### config.mk
export PLATFORM = sky130hd
export DESIGN_NAME = com_bus_arbiter_flat
export DESIGN_NICKNAME = d
export VERILOG_FILES = /design/src/rtl/com_bus_arbiter_if.sv /design/src/rtl/com_bus_arbiter.sv /design/src/flat_wrapper.sv
export SDC_FILE = /design/constraint.sdc
export NUM_CORES = 1
export LEC_CHECK = 0
export BUFFER_PORTS_ARGS = -buffer_cell sky130_fd_sc_hd__buf_2
export CAP_MARGIN = 20
export CORE_ASPECT_RATIO = 0.5
export CORE_MARGIN = 3
export CORE_UTILIZATION = 63
export CTS_CLUSTER_DIAMETER = 30
export DETAILED_ROUTE_END_ITERATION = 6
export PLACE_DENSITY_LB_ADDON = 0.15
export SETUP_SLACK_MARGIN = 0.02
export SKIP_LAST_GASP = 1
export SLEW_MARGIN = 20
export SYNTH_ARGS = -nofsm -noshare
export SYNTH_HDL_FRONTEND = slang
export SYNTH_SLANG_ARGS = --single-unit
### constraint.sdc
create_clock -name clk -period 5.3 [get_ports clk]
set_clock_uncertainty 0.15 [all_clocks]
set_input_delay 0.795 -clock clk [delete_from_list [all_inputs] [get_ports clk]]
set_output_delay 0.795 -clock clk [all_outputs]
set_load 0.01 [all_outputs]
### src/rtl/com_bus_arbiter_if.sv
// Common-bus request/grant bundle between the requesters (master) and the arbiter (slave).
interface com_bus_arbiter_if #(
   parameter int NUM_REQ = 8
);
   logic [NUM_REQ-1:0] Com_Bus_Req_proc;
   logic [NUM_REQ-1:0] Com_Bus_Req_snoop;
   logic               Mem_snoop_req;
   logic [NUM_REQ-1:0] Com_Bus_Gnt_proc;
   logic [NUM_REQ-1:0] Com_Bus_Gnt_snoop;
   logic               Mem_snoop_gnt;
   logic               bus_busy;
   logic               hold_timeout;

   modport master (
      output Com_Bus_Req_proc, Com_Bus_Req_snoop, Mem_snoop_req,
      input  Com_Bus_Gnt_proc, Com_Bus_Gnt_snoop, Mem_snoop_gnt, bus_busy, hold_timeout
   );

   modport slave (
      input  Com_Bus_Req_proc, Com_Bus_Req_snoop, Mem_snoop_req,
      output Com_Bus_Gnt_proc, Com_Bus_Gnt_snoop, Mem_snoop_gnt, bus_busy, hold_timeout
   );
endinterface

### src/rtl/com_bus_arbiter.sv
// Common-bus arbiter (snoop > memory > round-robin proc, nested snoop flush); grants 1 cycle after request.
// Level requests: a grant is held while its request stays high and drops on the edge it is seen low.
module com_bus_arbiter #(
   parameter int NUM_REQ  = 8,
   parameter int MAX_HOLD = 256,
   parameter int CNT_W    = 9
) (
   input logic              clk,
   input logic              rst,
   com_bus_arbiter_if.slave bus
);
   localparam int IW = (NUM_REQ > 1) ? $clog2(NUM_REQ) : 1;

   typedef enum logic [2:0] {IDLE, PROC, PROC_SNP, SNOOP, MEM} state_t;

   state_t             state;
   logic [IW-1:0]      rr_ptr;
   logic [IW-1:0]      p_idx;
   logic [IW-1:0]      s_idx;
   logic               proc_done;
   logic [CNT_W-1:0]   hold_cnt;
   logic [NUM_REQ-1:0] gnt_proc;
   logic [NUM_REQ-1:0] gnt_snoop;
   logic               mem_gnt;
   logic               busy;
   logic               timeout;

   logic               snp_any;
   logic [IW-1:0]      snp_first;
   logic               nest_any;
   logic [IW-1:0]      nest_first;
   logic               rr_any;
   logic [IW-1:0]      rr_pick;
   logic [IW-1:0]      rr_idx;
   logic [IW-1:0]      rr_next;

   // Descending scans so the lowest index (or the first slot after rr_ptr) wins.
   always_comb begin
      snp_any    = 1'b0;
      snp_first  = '0;
      nest_any   = 1'b0;
      nest_first = '0;
      rr_any     = 1'b0;
      rr_pick    = '0;
      rr_idx     = '0;
      for (int i = NUM_REQ - 1; i >= 0; i--) begin
         if (bus.Com_Bus_Req_snoop[i]) begin
            snp_any   = 1'b1;
            snp_first = IW'(i);
         end
         if (bus.Com_Bus_Req_snoop[i] && (IW'(i) != p_idx)) begin
            nest_any   = 1'b1;
            nest_first = IW'(i);
         end
         rr_idx = IW'((int'(rr_ptr) + i) % NUM_REQ);
         if (bus.Com_Bus_Req_proc[rr_idx]) begin
            rr_any  = 1'b1;
            rr_pick = rr_idx;
         end
      end
   end

   assign rr_next = IW'((int'(p_idx) + 1) % NUM_REQ);

   always_ff @(posedge clk) begin
      if (rst) begin
         state     <= IDLE;
         rr_ptr    <= '0;
         p_idx     <= '0;
         s_idx     <= '0;
         proc_done <= 1'b0;
         hold_cnt  <= '0;
         gnt_proc  <= '0;
         gnt_snoop <= '0;
         mem_gnt   <= 1'b0;
         busy      <= 1'b0;
         timeout   <= 1'b0;
      end else begin
         // Watchdog: any branch below that changes the grant set clears hold_cnt.
         if (busy) begin
            if (hold_cnt != CNT_W'(MAX_HOLD)) hold_cnt <= hold_cnt + 1'b1;
            if (hold_cnt == CNT_W'(MAX_HOLD - 1)) timeout <= 1'b1;
         end
         case (state)
            IDLE: begin
               if (snp_any) begin
                  state     <= SNOOP;
                  s_idx     <= snp_first;
                  gnt_snoop <= NUM_REQ'(1) << snp_first;
                  busy      <= 1'b1;
               end else if (bus.Mem_snoop_req) begin
                  state   <= MEM;
                  mem_gnt <= 1'b1;
                  busy    <= 1'b1;
               end else if (rr_any) begin
                  state    <= PROC;
                  p_idx    <= rr_pick;
                  gnt_proc <= NUM_REQ'(1) << rr_pick;
                  busy     <= 1'b1;
               end
            end
            PROC: begin
               if (!bus.Com_Bus_Req_proc[p_idx]) begin
                  state    <= IDLE;
                  gnt_proc <= '0;
                  busy     <= 1'b0;
                  rr_ptr   <= rr_next;
                  hold_cnt <= '0;
               end else if (nest_any) begin
                  state     <= PROC_SNP;
                  s_idx     <= nest_first;
                  gnt_snoop <= NUM_REQ'(1) << nest_first;
                  hold_cnt  <= '0;
               end
            end
            PROC_SNP: begin
               if (!bus.Com_Bus_Req_snoop[s_idx]) begin
                  gnt_snoop <= '0;
                  proc_done <= 1'b0;
                  hold_cnt  <= '0;
                  if (proc_done || !bus.Com_Bus_Req_proc[p_idx]) begin
                     state    <= IDLE;
                     gnt_proc <= '0;
                     busy     <= 1'b0;
                     rr_ptr   <= rr_next;
                  end else begin
                     state <= PROC;
                  end
               end else if (!bus.Com_Bus_Req_proc[p_idx]) begin
                  proc_done <= 1'b1;
               end
            end
            SNOOP: begin
               if (!bus.Com_Bus_Req_snoop[s_idx]) begin
                  state     <= IDLE;
                  gnt_snoop <= '0;
                  busy      <= 1'b0;
                  hold_cnt  <= '0;
               end
            end
            MEM: begin
               if (!bus.Mem_snoop_req) begin
                  state    <= IDLE;
                  mem_gnt  <= 1'b0;
                  busy     <= 1'b0;
                  hold_cnt <= '0;
               end
            end
            default: begin
               state     <= IDLE;
               gnt_proc  <= '0;
               gnt_snoop <= '0;
               mem_gnt   <= 1'b0;
               busy      <= 1'b0;
               hold_cnt  <= '0;
            end
         endcase
      end
   end

   assign bus.Com_Bus_Gnt_proc  = gnt_proc;
   assign bus.Com_Bus_Gnt_snoop = gnt_snoop;
   assign bus.Mem_snoop_gnt     = mem_gnt;
   assign bus.bus_busy          = busy;
   assign bus.hold_timeout      = timeout;
endmodule

### src/flat_wrapper.sv
// flat-port wrapper written by rule: the top's interface ports become plain ports
module com_bus_arbiter_flat 
#(
   parameter int NUM_REQ  = 8,
   parameter int MAX_HOLD = 256,
   parameter int CNT_W    = 9
)
  (clk, rst, bus_Com_Bus_Req_proc, bus_Com_Bus_Req_snoop, bus_Mem_snoop_req, bus_Com_Bus_Gnt_proc, bus_Com_Bus_Gnt_snoop, bus_Mem_snoop_gnt, bus_bus_busy, bus_hold_timeout);
  com_bus_arbiter_if #(.NUM_REQ(NUM_REQ)) bus_i ();
  input logic clk;
  input logic rst;
  input wire logic [$bits(bus_i.Com_Bus_Req_proc)-1:0] bus_Com_Bus_Req_proc;
  input wire logic [$bits(bus_i.Com_Bus_Req_snoop)-1:0] bus_Com_Bus_Req_snoop;
  input wire logic [$bits(bus_i.Mem_snoop_req)-1:0] bus_Mem_snoop_req;
  output wire logic [$bits(bus_i.Com_Bus_Gnt_proc)-1:0] bus_Com_Bus_Gnt_proc;
  output wire logic [$bits(bus_i.Com_Bus_Gnt_snoop)-1:0] bus_Com_Bus_Gnt_snoop;
  output wire logic [$bits(bus_i.Mem_snoop_gnt)-1:0] bus_Mem_snoop_gnt;
  output wire logic [$bits(bus_i.bus_busy)-1:0] bus_bus_busy;
  output wire logic [$bits(bus_i.hold_timeout)-1:0] bus_hold_timeout;
  assign bus_i.Com_Bus_Req_proc = bus_Com_Bus_Req_proc;
  assign bus_i.Com_Bus_Req_snoop = bus_Com_Bus_Req_snoop;
  assign bus_i.Mem_snoop_req = bus_Mem_snoop_req;
  assign bus_Com_Bus_Gnt_proc = bus_i.Com_Bus_Gnt_proc;
  assign bus_Com_Bus_Gnt_snoop = bus_i.Com_Bus_Gnt_snoop;
  assign bus_Mem_snoop_gnt = bus_i.Mem_snoop_gnt;
  assign bus_bus_busy = bus_i.bus_busy;
  assign bus_hold_timeout = bus_i.hold_timeout;
  com_bus_arbiter #(.NUM_REQ(NUM_REQ), .MAX_HOLD(MAX_HOLD), .CNT_W(CNT_W)) u_core (.clk(clk), .rst(rst), .bus(bus_i));
endmodule
==> results.toml <==
[outcome]
outcome = "completed"

[clock_network]
clock-sinks = 41
cts_buffers = 5
hold_buffers = 0
ctsResizeCount = 0
htree_levels = 2
cts_tree = "done"
clk_pin_slew_ns = 0.08
max-clock-path-buffers = 2
cts_root_buffer = "clkbuf_8"
clock_latency_ns = 0.30
cts_setup_buffers = 0

[power]
power_density_mw_per_mm2 = 352
peakVddDrop_mv = 0.186
power.leakage_nw = 1.33

[worst_setup_path]
slowest_delay_ns = 0.66
cp_cell_sequence = "inv_1 > ha_1 > mux4_1 > mux2_4 > nor4_2 > and3_1 > nand2b_1 > nand3b_1 > o31ai_1"
start_kind = "flop"
critPathRequiredTime_ns = 5.33
crit_type = "reg -> reg"
rrSetupSlack_ns = 1.80
cp_max_fo = 11
critPathArrivalTime_ns = 3.53
end_kind = "flop"
slowest_stage = "dfxtp_1"

[yosys]
synth_xor_area_frac = 0.0286
synth-simple-area-share = 0.216
ys_top_cells_by_area = "dfxtp_1, mux4_2, nor2_1"
avgSynthCellArea_um2 = 8.66
synthAdderAreaFrac = 0.0449
synth_edf_count = 0
synth_compound_area_frac = 0.242
synthMuxAreaShare = 0.153
synth_seq_area_share = 0.268
synth-async-reset-ratio = 0
synthCells = 354
yosysTopAreaCell = "dfxtp_1"
synthTopCellsByCount = "nor2_1, dfxtp_1, nand2_1"
synth_top_family_by_area = "compound AO/OA/AOI/OAI gates"
synth-seq-cells = 41
synth.distinct_cells = 68
synth_top_area_frac = 0.268
syn-num-nets = 384
yosys_warnings = 0
syn_area_mm2 = 0.00307
ys.flop_type = "dfxtp_1"
yosysMostFrequentCell = "nor2_1"

[floorplan]
core_mm2 = 0.00455
die_w_um = 105
fp.dieH_um = 55.3
die-area_mm2 = 0.00579
io_pins = 38
rows = 17
start_util = 0.674

[global_routing]
overflow = 0
grt_pass1_vias = 2765
grt_max_degree = 25
antenna_found_initial = 0
grt_usage = 0.265
grt_pass1_wl_um = 12800

[detailed_routing]
wl_um = 7450
viasPerCell = 6.45
via_count = 2910
drc = 0
routedWlPerCell_um = 16.5
dr.pass1.iters = 5
final_antenna_net_count = 0
drt-initial-drc-count = 323

[placed_design]
io_buffers = 37
pre_cts_ws_ns = 1.85
dp_hpwl_um = 5570
gp_congestion = 0.937

[cells_and_area]
layout-drive-gt1-share = 0.200
diodes = 0
fin_nets = 414
synthToLayoutAreaGrowth_pct = 9.26

[sta]
min_period_ns = 3.50
max_slew_margin = 0.548
setup_viol = 0
fmax_mhz = 285
slew_violations = 0
final-hold-violation-count = 0
setup_tns_ns = 0
fin_ws_ns = 1.80
tightest_slew_ns = 0.677
grt_setup_unrepaired = "false"
period_share = 0.661

[run]
maxCapViolations = 0

[min_path]
hp-class = "reg -> reg"
==> where the power goes <==
group / leakage, nW / internal (mW) / total [mW] / switching (mW)
combinational: 0.952 / 0.233 / 0.568 / 0.334
clock: 0.0445 / 0.0934 / 0.210 / 0.116
sequential: 0.332 / 0.343 / 0.404 / 0.0609
total: 1.33 / 0.669 / 1.18 / 0.512
==> registers in the layout, indices dropped and copies added (netlist names) <==
name,count
u_core.bus.hold_timeout,1
u_core.state,3
u_core.bus.bus_busy,1
u_core.bus.Mem_snoop_gnt,1
u_core.hold_cnt,9
u_core.bus.Com_Bus_Gnt_snoop,8
u_core.p_idx,3
u_core.s_idx,3
u_core.rr_ptr,3
u_core.proc_done,1
u_core.bus.Com_Bus_Gnt_proc,8
==> layout make-up <==
| class | instances | area (µm²) |
|---|---|---|
| multi-input combinational | 280 | 2100 |
| fill | 372 | 1200 |
| clock inverter | 3 | 21.3 |
| timing repair buffer | 37 | 185 |
| sequential | 41 | 821 |
| tap | 66 | 82.6 |
| inverter | 19 | 71.3 |
| clock buffer | 5 | 68.8 |
==> through the flow <==
stage               cell area, µm²  hold WS [ns]   util  std cells  power (mW)
CTS                           3350         0.305  0.736        451        1.17
floorplan                     3070         0.313      -        354       0.846
finish                        3350         0.304  0.736        451        1.18
detailed placement            3260         0.289  0.716        443       0.965
global placement              3260         0.281  0.716        443       0.949
global route                  3350         0.328  0.736        451        1.27
==> cells in the final DEF, fill, tap and decap left out, drive strengths merged, types with 3 or more instances in the layout <==
master / netlist / final
xnor2: 5 / 5
nand3b: 3 / 3
mux4: 12 / 12
a32oi: 8 / 8
nor3: 7 / 7
buf: 5 / 37
mux2: 4 / 4
nor2: 45 / 45
a41o: 3 / 3
a22oi: 3 / 3
mux2i: 14 / 14
or3: 3 / 3
a21boi: 3 / 3
nand3: 5 / 5
and3: 4 / 4
a31oi: 5 / 5
nand2: 34 / 34
dfxtp: 41 / 41
a21oi: 19 / 19
o31ai: 10 / 10
nor4: 5 / 5
xor2: 5 / 5
ha: 11 / 11
o21ai: 14 / 14
a211oi: 6 / 6
nor2b: 5 / 5
clkbuf: 9 / 5
and2: 3 / 3
nand2b: 8 / 8
nand4: 4 / 4
inv: 18 / 19
==> critical path: cells and delay by family (launching register included) <==
family | cells | cell delay (ns)
AND/OR/NAND/NOR | 4 | 1.00
multiplexers | 2 | 0.79
flip-flops | 1 | 0.66
adder cells (fa/ha/maj) | 1 | 0.51
buffers and inverters | 1 | 0.18
AO/OA/AOI/OAI | 1 | 0.08
==> layer usage <==
layer,share of wire,up-vias,global-route usage
met2,0.46,113,0.419
met5,0,-,0
met3,0.082,16,0.0677
li1,-,1384,-
met4,0.014,0,0.0710
met1,0.44,1397,0.362
==> path summary, 6_finish.rpt <==
path	start	to	cells past startpoint
worst max-delay path	u_core.rr_ptr[0]$_SDFFE_PP0P_	u_core.bus.Com_Bus_Gnt_proc[3]$_SDFFE_PP0P_	9
worst min-delay path	u_core.bus.Com_Bus_Gnt_proc[4]$_SDFFE_PP0P_	u_core.bus.Com_Bus_Gnt_proc[4]$_SDFFE_PP0P_	2
worst max register to register	u_core.rr_ptr[0]$_SDFFE_PP0P_	u_core.bus.Com_Bus_Gnt_proc[3]$_SDFFE_PP0P_	9
worst min register to register	u_core.bus.Com_Bus_Gnt_proc[4]$_SDFFE_PP0P_	u_core.bus.Com_Bus_Gnt_proc[4]$_SDFFE_PP0P_	2
==> kinds of logic (layout without fill, tap and decap cells) <==
kind of cell,Yosys count,in the layout
AOI/OAI and AO/OA,96,96
xor gates and xnor gates,10,10
adders and majority gates,11,11
buffers and inverters,33,64
DFF,41,41
muxes,30,30
and+or+nand+nor,133,133
No activity file was read; power rests on OpenSTA's default activity.
